`config.mk`:
```
export PLATFORM = sky130hd
export DESIGN_NAME = dmem_arbiter_flat
export DESIGN_NICKNAME = d
export VERILOG_FILES = /design/src/rtl/dmem_arbiter_if.sv /design/src/rtl/dmem_arbiter.sv /design/src/flat_wrapper.sv
export SDC_FILE = /design/constraint.sdc
export NUM_CORES = 1
export LEC_CHECK = 0
export CORE_AREA = 5 5 113 115
export CTS_CLUSTER_DIAMETER = 40
export DETAILED_ROUTE_END_ITERATION = 12
export DIE_AREA = 0 0 118 120
export PLACE_DENSITY = 0.7
export SLEW_MARGIN = 20
export SYNTH_ARGS = -nofsm -noshare
export SYNTH_HDL_FRONTEND = slang
export SYNTH_SLANG_ARGS = --single-unit
```
`constraint.sdc`:
```
create_clock -name clk -period 3.5 [get_ports clk]
set_input_delay 1.05 -clock clk [delete_from_list [all_inputs] [get_ports clk]]
set_output_delay 1.05 -clock clk [all_outputs]
set_load 0.005 [all_outputs]
```
`src/rtl/dmem_arbiter_if.sv`:
```
// Bus bundle for dmem_arbiter: core port, debug port and data-memory port.
// slave = arbiter side, master = requesters/memory side.
interface dmem_arbiter_if #(
    parameter int unsigned ADDR_W = 32,
    parameter int unsigned DATA_W = 32
);
    logic              c_req;
    logic              c_we;
    logic [ADDR_W-1:0] c_addr;
    logic [DATA_W-1:0] c_wdata;
    logic              c_gnt;
    logic [DATA_W-1:0] c_rdata;
    logic              core_stall;

    logic              d_req;
    logic              d_we;
    logic              d_lock;
    logic [ADDR_W-1:0] d_addr;
    logic [DATA_W-1:0] d_wdata;
    logic              d_gnt;
    logic              d_rvalid;
    logic [DATA_W-1:0] d_rdata;

    logic              m_read;
    logic              m_write;
    logic [ADDR_W-1:0] m_addr;
    logic [DATA_W-1:0] m_wdata;
    logic [DATA_W-1:0] m_rdata;

    modport slave (
        input  c_req, c_we, c_addr, c_wdata,
        input  d_req, d_we, d_lock, d_addr, d_wdata,
        input  m_rdata,
        output c_gnt, c_rdata, core_stall,
        output d_gnt, d_rvalid, d_rdata,
        output m_read, m_write, m_addr, m_wdata
    );

    modport master (
        output c_req, c_we, c_addr, c_wdata,
        output d_req, d_we, d_lock, d_addr, d_wdata,
        output m_rdata,
        input  c_gnt, c_rdata, core_stall,
        input  d_gnt, d_rvalid, d_rdata,
        input  m_read, m_write, m_addr, m_wdata
    );
endinterface

```
`src/rtl/dmem_arbiter.sv`:
```
// Zero-latency data-memory arbiter between the core and a debug master, with
// alternating priority and a bounded debug burst lock. Optional counters: DMEM_ARB_STATS_EN.
module dmem_arbiter #(
    parameter int unsigned ADDR_W   = 32,
    parameter int unsigned DATA_W   = 32,
    parameter int unsigned MAX_LOCK = 8
) (
    input  logic                 clk,
    input  logic                 reset,
    dmem_arbiter_if.slave        bus
`ifdef DMEM_ARB_STATS_EN
    ,
    output logic [15:0]          stall_cnt,
    output logic [15:0]          dbg_cnt
`endif
);

    localparam int unsigned LOCK_W = 8;
    localparam int unsigned STAT_W = 16;

    localparam logic [1:0] ST_IDLE = 2'd0;
    localparam logic [1:0] ST_CORE = 2'd1;
    localparam logic [1:0] ST_DBG  = 2'd2;

    localparam logic [LOCK_W-1:0] LOCK_MAX = LOCK_W'(MAX_LOCK);

    logic [1:0]        state;
    logic [1:0]        state_nxt;
    logic              prio_dbg;
    logic              prio_nxt;
    logic [LOCK_W-1:0] lock_cnt;
    logic [LOCK_W-1:0] lock_nxt;
    logic              core_win;
    logic              dbg_win;
    logic              contended;
    logic              d_rvalid_q;
    logic [DATA_W-1:0] d_rdata_q;

    // Winner selection, next state and the combinational memory-side mux.
    always_comb begin
        core_win    = 1'b0;
        dbg_win     = 1'b0;
        contended   = 1'b0;
        state_nxt   = ST_IDLE;
        prio_nxt    = prio_dbg;
        lock_nxt    = lock_cnt;

        if (!reset) begin
            contended = bus.c_req & bus.d_req;
            if (bus.c_req && !bus.d_req) begin
                core_win = 1'b1;
            end else if (bus.d_req && !bus.c_req) begin
                dbg_win = 1'b1;
            end else if (contended) begin
                // A debug owner may keep the bus only while locked and under the cap.
                if (state == ST_DBG) begin
                    if (bus.d_lock && (lock_cnt < LOCK_MAX)) begin
                        dbg_win = 1'b1;
                    end else begin
                        core_win = 1'b1;
                    end
                end else if (prio_dbg) begin
                    dbg_win = 1'b1;
                end else begin
                    core_win = 1'b1;
                end
            end
        end

        if (core_win) begin
            state_nxt = ST_CORE;
        end else if (dbg_win) begin
            state_nxt = ST_DBG;
        end

        // Priority passes to whoever lost the contended cycle.
        if (contended) begin
            prio_nxt = core_win;
        end

        if (!bus.c_req || core_win) begin
            lock_nxt = '0;
        end else if (dbg_win && (lock_cnt < LOCK_MAX)) begin
            lock_nxt = lock_cnt + LOCK_W'(1);
        end
    end

    // Bus-facing outputs follow the winner in the same cycle.
    always_comb begin
        bus.c_gnt      = core_win;
        bus.d_gnt      = dbg_win;
        bus.core_stall = bus.c_req & ~core_win;
        bus.m_read     = (core_win & ~bus.c_we) | (dbg_win & ~bus.d_we);
        bus.m_write    = (core_win &  bus.c_we) | (dbg_win &  bus.d_we);
        bus.m_addr     = ADDR_W'(0);
        bus.m_wdata    = DATA_W'(0);
        bus.c_rdata    = DATA_W'(0);
        if (core_win) begin
            bus.m_addr  = bus.c_addr;
            bus.m_wdata = bus.c_wdata;
            bus.c_rdata = bus.m_rdata;
        end else if (dbg_win) begin
            bus.m_addr  = bus.d_addr;
            bus.m_wdata = bus.d_wdata;
        end
        bus.d_rvalid   = d_rvalid_q;
        bus.d_rdata    = d_rdata_q;
    end

    // Ownership state, priority pointer and burst-lock counter.
    always_ff @(posedge clk) begin
        if (reset) begin
            state    <= ST_IDLE;
            prio_dbg <= 1'b0;
            lock_cnt <= '0;
        end else begin
            state    <= state_nxt;
            prio_dbg <= prio_nxt;
            lock_cnt <= lock_nxt;
        end
    end

    // Debug read return: data captured at the grant edge, held until the next read.
    always_ff @(posedge clk) begin
        if (reset) begin
            d_rvalid_q <= 1'b0;
            d_rdata_q  <= '0;
        end else begin
            d_rvalid_q <= dbg_win & ~bus.d_we;
            if (dbg_win && !bus.d_we) begin
                d_rdata_q <= bus.m_rdata;
            end
        end
    end

`ifdef DMEM_ARB_STATS_EN
    // Saturating activity counters.
    always_ff @(posedge clk) begin
        if (reset) begin
            stall_cnt <= '0;
            dbg_cnt   <= '0;
        end else begin
            if (bus.core_stall && (stall_cnt != {STAT_W{1'b1}})) begin
                stall_cnt <= stall_cnt + STAT_W'(1);
            end
            if (dbg_win && (dbg_cnt != {STAT_W{1'b1}})) begin
                dbg_cnt <= dbg_cnt + STAT_W'(1);
            end
        end
    end
`endif

endmodule

```
`src/flat_wrapper.sv`:
```
// flat-port wrapper written by rule: the top's interface ports become plain ports
module dmem_arbiter_flat 
#(
    parameter int unsigned ADDR_W   = 32,
    parameter int unsigned DATA_W   = 32,
    parameter int unsigned MAX_LOCK = 8
)
  (clk, reset, bus_c_req, bus_c_we, bus_c_addr, bus_c_wdata, bus_d_req, bus_d_we, bus_d_lock, bus_d_addr, bus_d_wdata, bus_m_rdata, bus_c_gnt, bus_c_rdata, bus_core_stall, bus_d_gnt, bus_d_rvalid, bus_d_rdata, bus_m_read, bus_m_write, bus_m_addr, bus_m_wdata);
  dmem_arbiter_if #(.ADDR_W(ADDR_W), .DATA_W(DATA_W)) bus_i ();
  input  logic clk;
  input  logic reset;
  input wire logic [$bits(bus_i.c_req)-1:0] bus_c_req;
  input wire logic [$bits(bus_i.c_we)-1:0] bus_c_we;
  input wire logic [$bits(bus_i.c_addr)-1:0] bus_c_addr;
  input wire logic [$bits(bus_i.c_wdata)-1:0] bus_c_wdata;
  input wire logic [$bits(bus_i.d_req)-1:0] bus_d_req;
  input wire logic [$bits(bus_i.d_we)-1:0] bus_d_we;
  input wire logic [$bits(bus_i.d_lock)-1:0] bus_d_lock;
  input wire logic [$bits(bus_i.d_addr)-1:0] bus_d_addr;
  input wire logic [$bits(bus_i.d_wdata)-1:0] bus_d_wdata;
  input wire logic [$bits(bus_i.m_rdata)-1:0] bus_m_rdata;
  output wire logic [$bits(bus_i.c_gnt)-1:0] bus_c_gnt;
  output wire logic [$bits(bus_i.c_rdata)-1:0] bus_c_rdata;
  output wire logic [$bits(bus_i.core_stall)-1:0] bus_core_stall;
  output wire logic [$bits(bus_i.d_gnt)-1:0] bus_d_gnt;
  output wire logic [$bits(bus_i.d_rvalid)-1:0] bus_d_rvalid;
  output wire logic [$bits(bus_i.d_rdata)-1:0] bus_d_rdata;
  output wire logic [$bits(bus_i.m_read)-1:0] bus_m_read;
  output wire logic [$bits(bus_i.m_write)-1:0] bus_m_write;
  output wire logic [$bits(bus_i.m_addr)-1:0] bus_m_addr;
  output wire logic [$bits(bus_i.m_wdata)-1:0] bus_m_wdata;
  assign bus_i.c_req = bus_c_req;
  assign bus_i.c_we = bus_c_we;
  assign bus_i.c_addr = bus_c_addr;
  assign bus_i.c_wdata = bus_c_wdata;
  assign bus_i.d_req = bus_d_req;
  assign bus_i.d_we = bus_d_we;
  assign bus_i.d_lock = bus_d_lock;
  assign bus_i.d_addr = bus_d_addr;
  assign bus_i.d_wdata = bus_d_wdata;
  assign bus_i.m_rdata = bus_m_rdata;
  assign bus_c_gnt = bus_i.c_gnt;
  assign bus_c_rdata = bus_i.c_rdata;
  assign bus_core_stall = bus_i.core_stall;
  assign bus_d_gnt = bus_i.d_gnt;
  assign bus_d_rvalid = bus_i.d_rvalid;
  assign bus_d_rdata = bus_i.d_rdata;
  assign bus_m_read = bus_i.m_read;
  assign bus_m_write = bus_i.m_write;
  assign bus_m_addr = bus_i.m_addr;
  assign bus_m_wdata = bus_i.m_wdata;
  dmem_arbiter #(.ADDR_W(ADDR_W), .DATA_W(DATA_W), .MAX_LOCK(MAX_LOCK)) u_core (.clk(clk), .reset(reset), .bus(bus_i));
endmodule
```
**After elaboration in Yosys (flattened, before gate mapping)**

Cells that the tools add are included.

- Add/sub/neg operators: 1
- Multipliers: 0
- Divide/modulo/power cells: 0
- Magnitude comparators: 1
- Equality and inequality tests: 1
- Shifts and indexed selects: 0
- Muxes and demuxes: 22
- Bitwise gates (word level): 11
- Reduce and logical (&&, ||, !) cells: 11

Operator list:

| kind | count |
|---|---|
| 32-bit 2-to-1 mux | 5 |
| 1-bit 2-to-1 mux | 16 |
| 8-bit by 1-bit adder with 8-bit output, second input constant | 1 |
| 8-bit by 4-bit < comparator with 1-bit output, second input constant | 1 |
| 1-bit AND | 6 |
| 1-bit logical AND | 5 |
| 2-bit OR reduction | 2 |
| 1-bit zero test | 3 |
| 1-bit NOT | 3 |
| 2-bit equality test, second input constant | 1 |
| 2-bit 2-to-1 mux | 1 |
| 1-bit bitwise OR | 2 |
| 1-bit logical OR | 1 |

- Bits in registers: 44
- Latch bits: 0
- RAM bits: 0
- ROM bits: 0
- Bits of input ports: 167
- Output and inout bits: 134
- Logic and storage cells: 53
- Memories kept: 0

**Depth between registers and ports, before layout**

- Depth after elaboration: 10
- Mapped depth: 6

**Least setup slack after synthesis**

Ideal clock, no wire load.

- Path kind: in2out
- Start point: input port bus_d_lock
- End point: output port bus_c_rdata[23]
- Data arrival time: 2217 ps
- Data required time: 2450 ps
- Slack: 233 ps
- Stages: 5
- Cell sequence: nor4b_1 a22o_2 a211oi_4 clkbuf_1 and2_1

- Cells in the longest elaborated chain, start to end: 8

Ends and longest elaborated chain:

| item | RTL line | source |
|---|---|---|
| start: declaration | flat_wrapper.sv:18 | `input wire logic [$bits(bus_i.d_lock)-1:0] bus_d_lock;` |
| 1-bit logical AND | dmem_arbiter.sv:57 | `if (bus.d_lock && (lock_cnt < LOCK_MAX)) begin` |
| 1-bit 2-to-1 mux | dmem_arbiter.sv:57 |  |
| 1-bit 2-to-1 mux | dmem_arbiter.sv:56 | `if (state == ST_DBG) begin` |
| 1-bit 2-to-1 mux | dmem_arbiter.sv:54 | `end else if (contended) begin` |
| 1-bit 2-to-1 mux | dmem_arbiter.sv:52 | `end else if (bus.d_req && !bus.c_req) begin` |
| 1-bit 2-to-1 mux | dmem_arbiter.sv:50 | `if (bus.c_req && !bus.d_req) begin` |
| 1-bit 2-to-1 mux | dmem_arbiter.sv:48 | `if (!reset) begin` |
| via bus_c_gnt | flat_wrapper.sv:22 | `output wire logic [$bits(bus_i.c_gnt)-1:0] bus_c_gnt;` |
| 32-bit 2-to-1 mux | dmem_arbiter.sv:98 | `if (core_win) begin` |
| end: declaration | flat_wrapper.sv:23 | `output wire logic [$bits(bus_i.c_rdata)-1:0] bus_c_rdata;` |

The timed path passes the listed nets, and every way through them passes these cells.

**Worst setup path after layout**

- Start point: input port bus_d_lock
- End point: output port bus_m_addr[24]

- Cells in the longest elaborated chain, start to end: 9
- Elaborated cells between the ends (all ways): 15
- Those cells by class: 14 x mux; 1 x reduce/logical

Ends and longest elaborated chain:

| item | RTL line | source |
|---|---|---|
| 1-bit logical AND (*) | dmem_arbiter.sv:57 |  |
| 1-bit 2-to-1 mux | dmem_arbiter.sv:57 |  |
| 1-bit 2-to-1 mux | dmem_arbiter.sv:56 |  |
| 1-bit 2-to-1 mux | dmem_arbiter.sv:54 |  |
| 1-bit 2-to-1 mux | dmem_arbiter.sv:52 |  |
| 1-bit 2-to-1 mux | dmem_arbiter.sv:50 |  |
| 1-bit 2-to-1 mux | dmem_arbiter.sv:48 |  |
| 32-bit 2-to-1 mux | dmem_arbiter.sv:102 | `end else if (dbg_win) begin` |
| 32-bit 2-to-1 mux (*) | dmem_arbiter.sv:98 |  |
| end: declaration | flat_wrapper.sv:30 | `output wire logic [$bits(bus_i.m_addr)-1:0] bus_m_addr;` |

Every way passes the cells marked *; elsewhere a longest branch is shown, timed or not.

==> reports/results.tsv <==
metric	value	unit
sequential fraction of the synthesis area	0.331	
final worst-path setup slack	-0.176	ns
Fin Setup TNS	-6.06	ns
placed cells	715	
Die ar.	0.0142	mm²
Overall Global Routing Usage	0.212	
fraction of registers with async set/reset	0	
crit-path max FO	5	
CP Class	in -> out	
FF-to-FF End	u_core.bus.d_rdata[28]$_SDFFE_PP0P_	
Worst Hold Depth	2	
critical path capture point type	output port	
residual DRC count	0	
Worst Skew	0.00510	ns
largest family of logic cells by synthesized area	compound AO/OA/AOI/OAI gates	
DP Worst Slack	-0.903	ns
fin. max-slew vios	0	
max_slew headroom	0.681	
clk_lat worst skew	0.28	ns
Clock Path Buffers	2	
setup slack, reg-to-reg	1.44	ns
vias per cell	4.70	
IO Count	301	
EDFF count, synth	0	
H-tree Lvls	2	
Worst Max-Slew Pin Slew	0.471	ns
Pwr Density	260	mW/mm²
hold wc startpoint	u_core.lock_cnt[1]$_SDFFE_PP0P_	
WP data required	2.45	ns
Synth top area share	0.331	
Final GP Congestion	0.903	
status	complete, but fails checks	
final worst path period share	1.05	
Area Overhead vs Synth	151	%
Syn Area/Cell	9.60	µm²
layout cells sized above 1	0.399	
path depth of the worst reg2reg path	6	
failing checks	negative setup slack	
worst hold endpoint	u_core.lock_cnt[1]$_SDFFE_PP0P_	
Post-Syn Instances	277	
vias in the first global route	3794	
detailed placer's ending HPWL	11900	µm
drt pass-1 iters	4	
adder-cell share of the synthesized area	0.00470	
detailed-route via count	3672	
compound-cell area share of the yosys netlist	0.260	
IO Port Bufs	300	
TritonCTS clock tree	built	
Leak	0.00306	µW
Final min period	3.68	ns
Final Setup Violations	85	
crit start category	input pin	
largest cells by area after synthesis	dfxtp_1 33%, a22o_1 21%, mux2_2 13%	
most frequent cells in the layout	195 x clkdlybuf4s50_1, 64 x buf_2, 63 x a22o_1, 63 x buf_6, 44 x dfxtp_1	
arrival time worst endpoint	2.63	ns
Detail Route Antenna Nets	0	
Post-Synth XOR/XNOR Area	0	
syn nets	445	
final wirelength	17100	µm
first-pass GRT wire length	23500	µm
largest net degree at the start of global routing	35	
final hold vios	0	
Synth cell types	35	
FF-to-FF Start	u_core.lock_cnt[3]$_SDFFE_PP0P_	
max cap viols	0	
Die H	120	µm
yosys warns	0	
Die X-Extent	118	µm
CTS root buffer	clkbuf_16	
Synth Area in Simple Gates	0.214	
Yosys reg bits	44	
mux share of post-synthesis cell area	0.139	
initial antenna violation count	1	
Starting Density	0.227	
Layout Utilization	0.569	
Clock transition at path regs	0.06	ns
area leader, netlist	dfxtp_1	
Starting DRT DRC Count	193	
Fmax achieved	272	MHz
non-filler cells, final	782	
nets	801	
Core ar.	0.0117	mm²
GR Overflow Total	0	
RSZ-0062 raised after global routing	true	
Top FF cell, synth	dfxtp_1	
most common cell after layout, fill and taps aside	clkdlybuf4s50_1	
Worst IR Drop VDD	248	µV
hold crit path type	reg -> reg	
Num Clock Sinks	44	
mean routed wirelength per cell	21.9	µm
Mapped Area	0.00266	mm²
Cell Rows	40	
TritonCTS Buffers	5	
sequential cells by signal, indices dropped and copies added (netlist names):
register	flops
u_core.state	2
u_core.bus.d_rdata	32
u_core.prio_dbg	1
u_core.bus.d_rvalid	1
u_core.lock_cnt	8
cells by family (layout without fill, tap and decap cells):
kind of cell             count (synthesis)  after routing
buffers and inverters                   28            385
AND/OR/NAND/NOR                         93             93
other                                    0              1
multiplexers                            33             33
AO/OA/AOI/OAI                           78             78
adder cells (fa/ha/maj)                  1              1
flip-flops                              44             44
power by group:
| part | switching [µW] | internal [µW] | leakage, µW | total, µW |
|---|---|---|---|---|
| Clock | 192 | 335 | 0.0000798 | 527 |
| Sequential | 8.92 | 520 | 0.000358 | 529 |
| Combinational | 230 | 449 | 0.00262 | 678 |
cell usage after synthesis, types with 2 or more instances:
master	count
buf_4	4
a22o_1	65
o2111ai_1	3
a211oi_1	2
and3_1	4
buf_2	13
nand2b_1	2
and2_1	32
nor2b_1	33
nor2_1	6
mux2_2	30
inv_1	3
nand4_1	2
mux2_1	2
nor4b_1	2
clkbuf_1	8
nand2_1	5
dfxtp_1	44
worst max-delay path, stage by stage:
cell and delay (ns):
buf_6 0.09, nor4b_4 0.12, a22o_2 0.26, a211oi_4 0.25
buf_6 0.17, buf_8 0.14, buf_16 0.12, buf_6 0.09
buf_6 0.08, a22o_1 0.12, buf_2 0.11
how the worst max path moves through the flow:
stage	cells after the start	from	to	slack, ns
5_1_grt	11	bus_d_lock	bus_m_wdata[13]	-0.26
4_1_cts	9	bus_d_lock	bus_c_rdata[5]	-0.37
3_3_place_gp	7	bus_d_lock	bus_m_addr[1]	-0.83
2_1_floorplan	5	bus_d_lock	bus_c_rdata[23]	0.23
6_report	11	bus_d_lock	bus_m_addr[24]	-0.18
3_5_place_dp	7	bus_d_lock	bus_m_addr[1]	-0.90
per-layer routing:
layer,GRT usage,wire length (µm)
met5,0,0
met4,0.0480,306
met3,0.0669,1370
met2,0.379,8880
met1,0.246,6570
metrics by stage:
stage | area, µm² | power (µW) | hold WS [ns]
after floorplan | 2660 | 698 | 0.457
after global placement | 5880 | 1120 | 0.472
after detailed placement | 5880 | 1120 | 0.479
after CTS | 6380 | 1690 | 0.486
after global routing | 6670 | 1810 | 0.517
final | 6670 | 1730 | 0.485
final cells by class:
cell class              instances  area, µm²
diodes                          1       2.50
clock buffers                   5        125
clock inverters                 3       42.5
fillers                      1046       5050
inverters                       3       11.3
multi-input cells             205       1770
flip-flops and latches         44        881
well taps                     147        184
repair buffers                374       3640
repair_timing:
action / 4_1_cts / 5_1_grt
buffers inserted: 30 / 26
endpoints found under the hold margin: 0 / 0
resized for setup: 351 / 172
setup endpoints to repair: 101 / 96
cloned: 6 / 6
pin swaps: 23 / 61
hold buffers: 0 / 0
No activity file was read; power rests on OpenSTA's default activity.
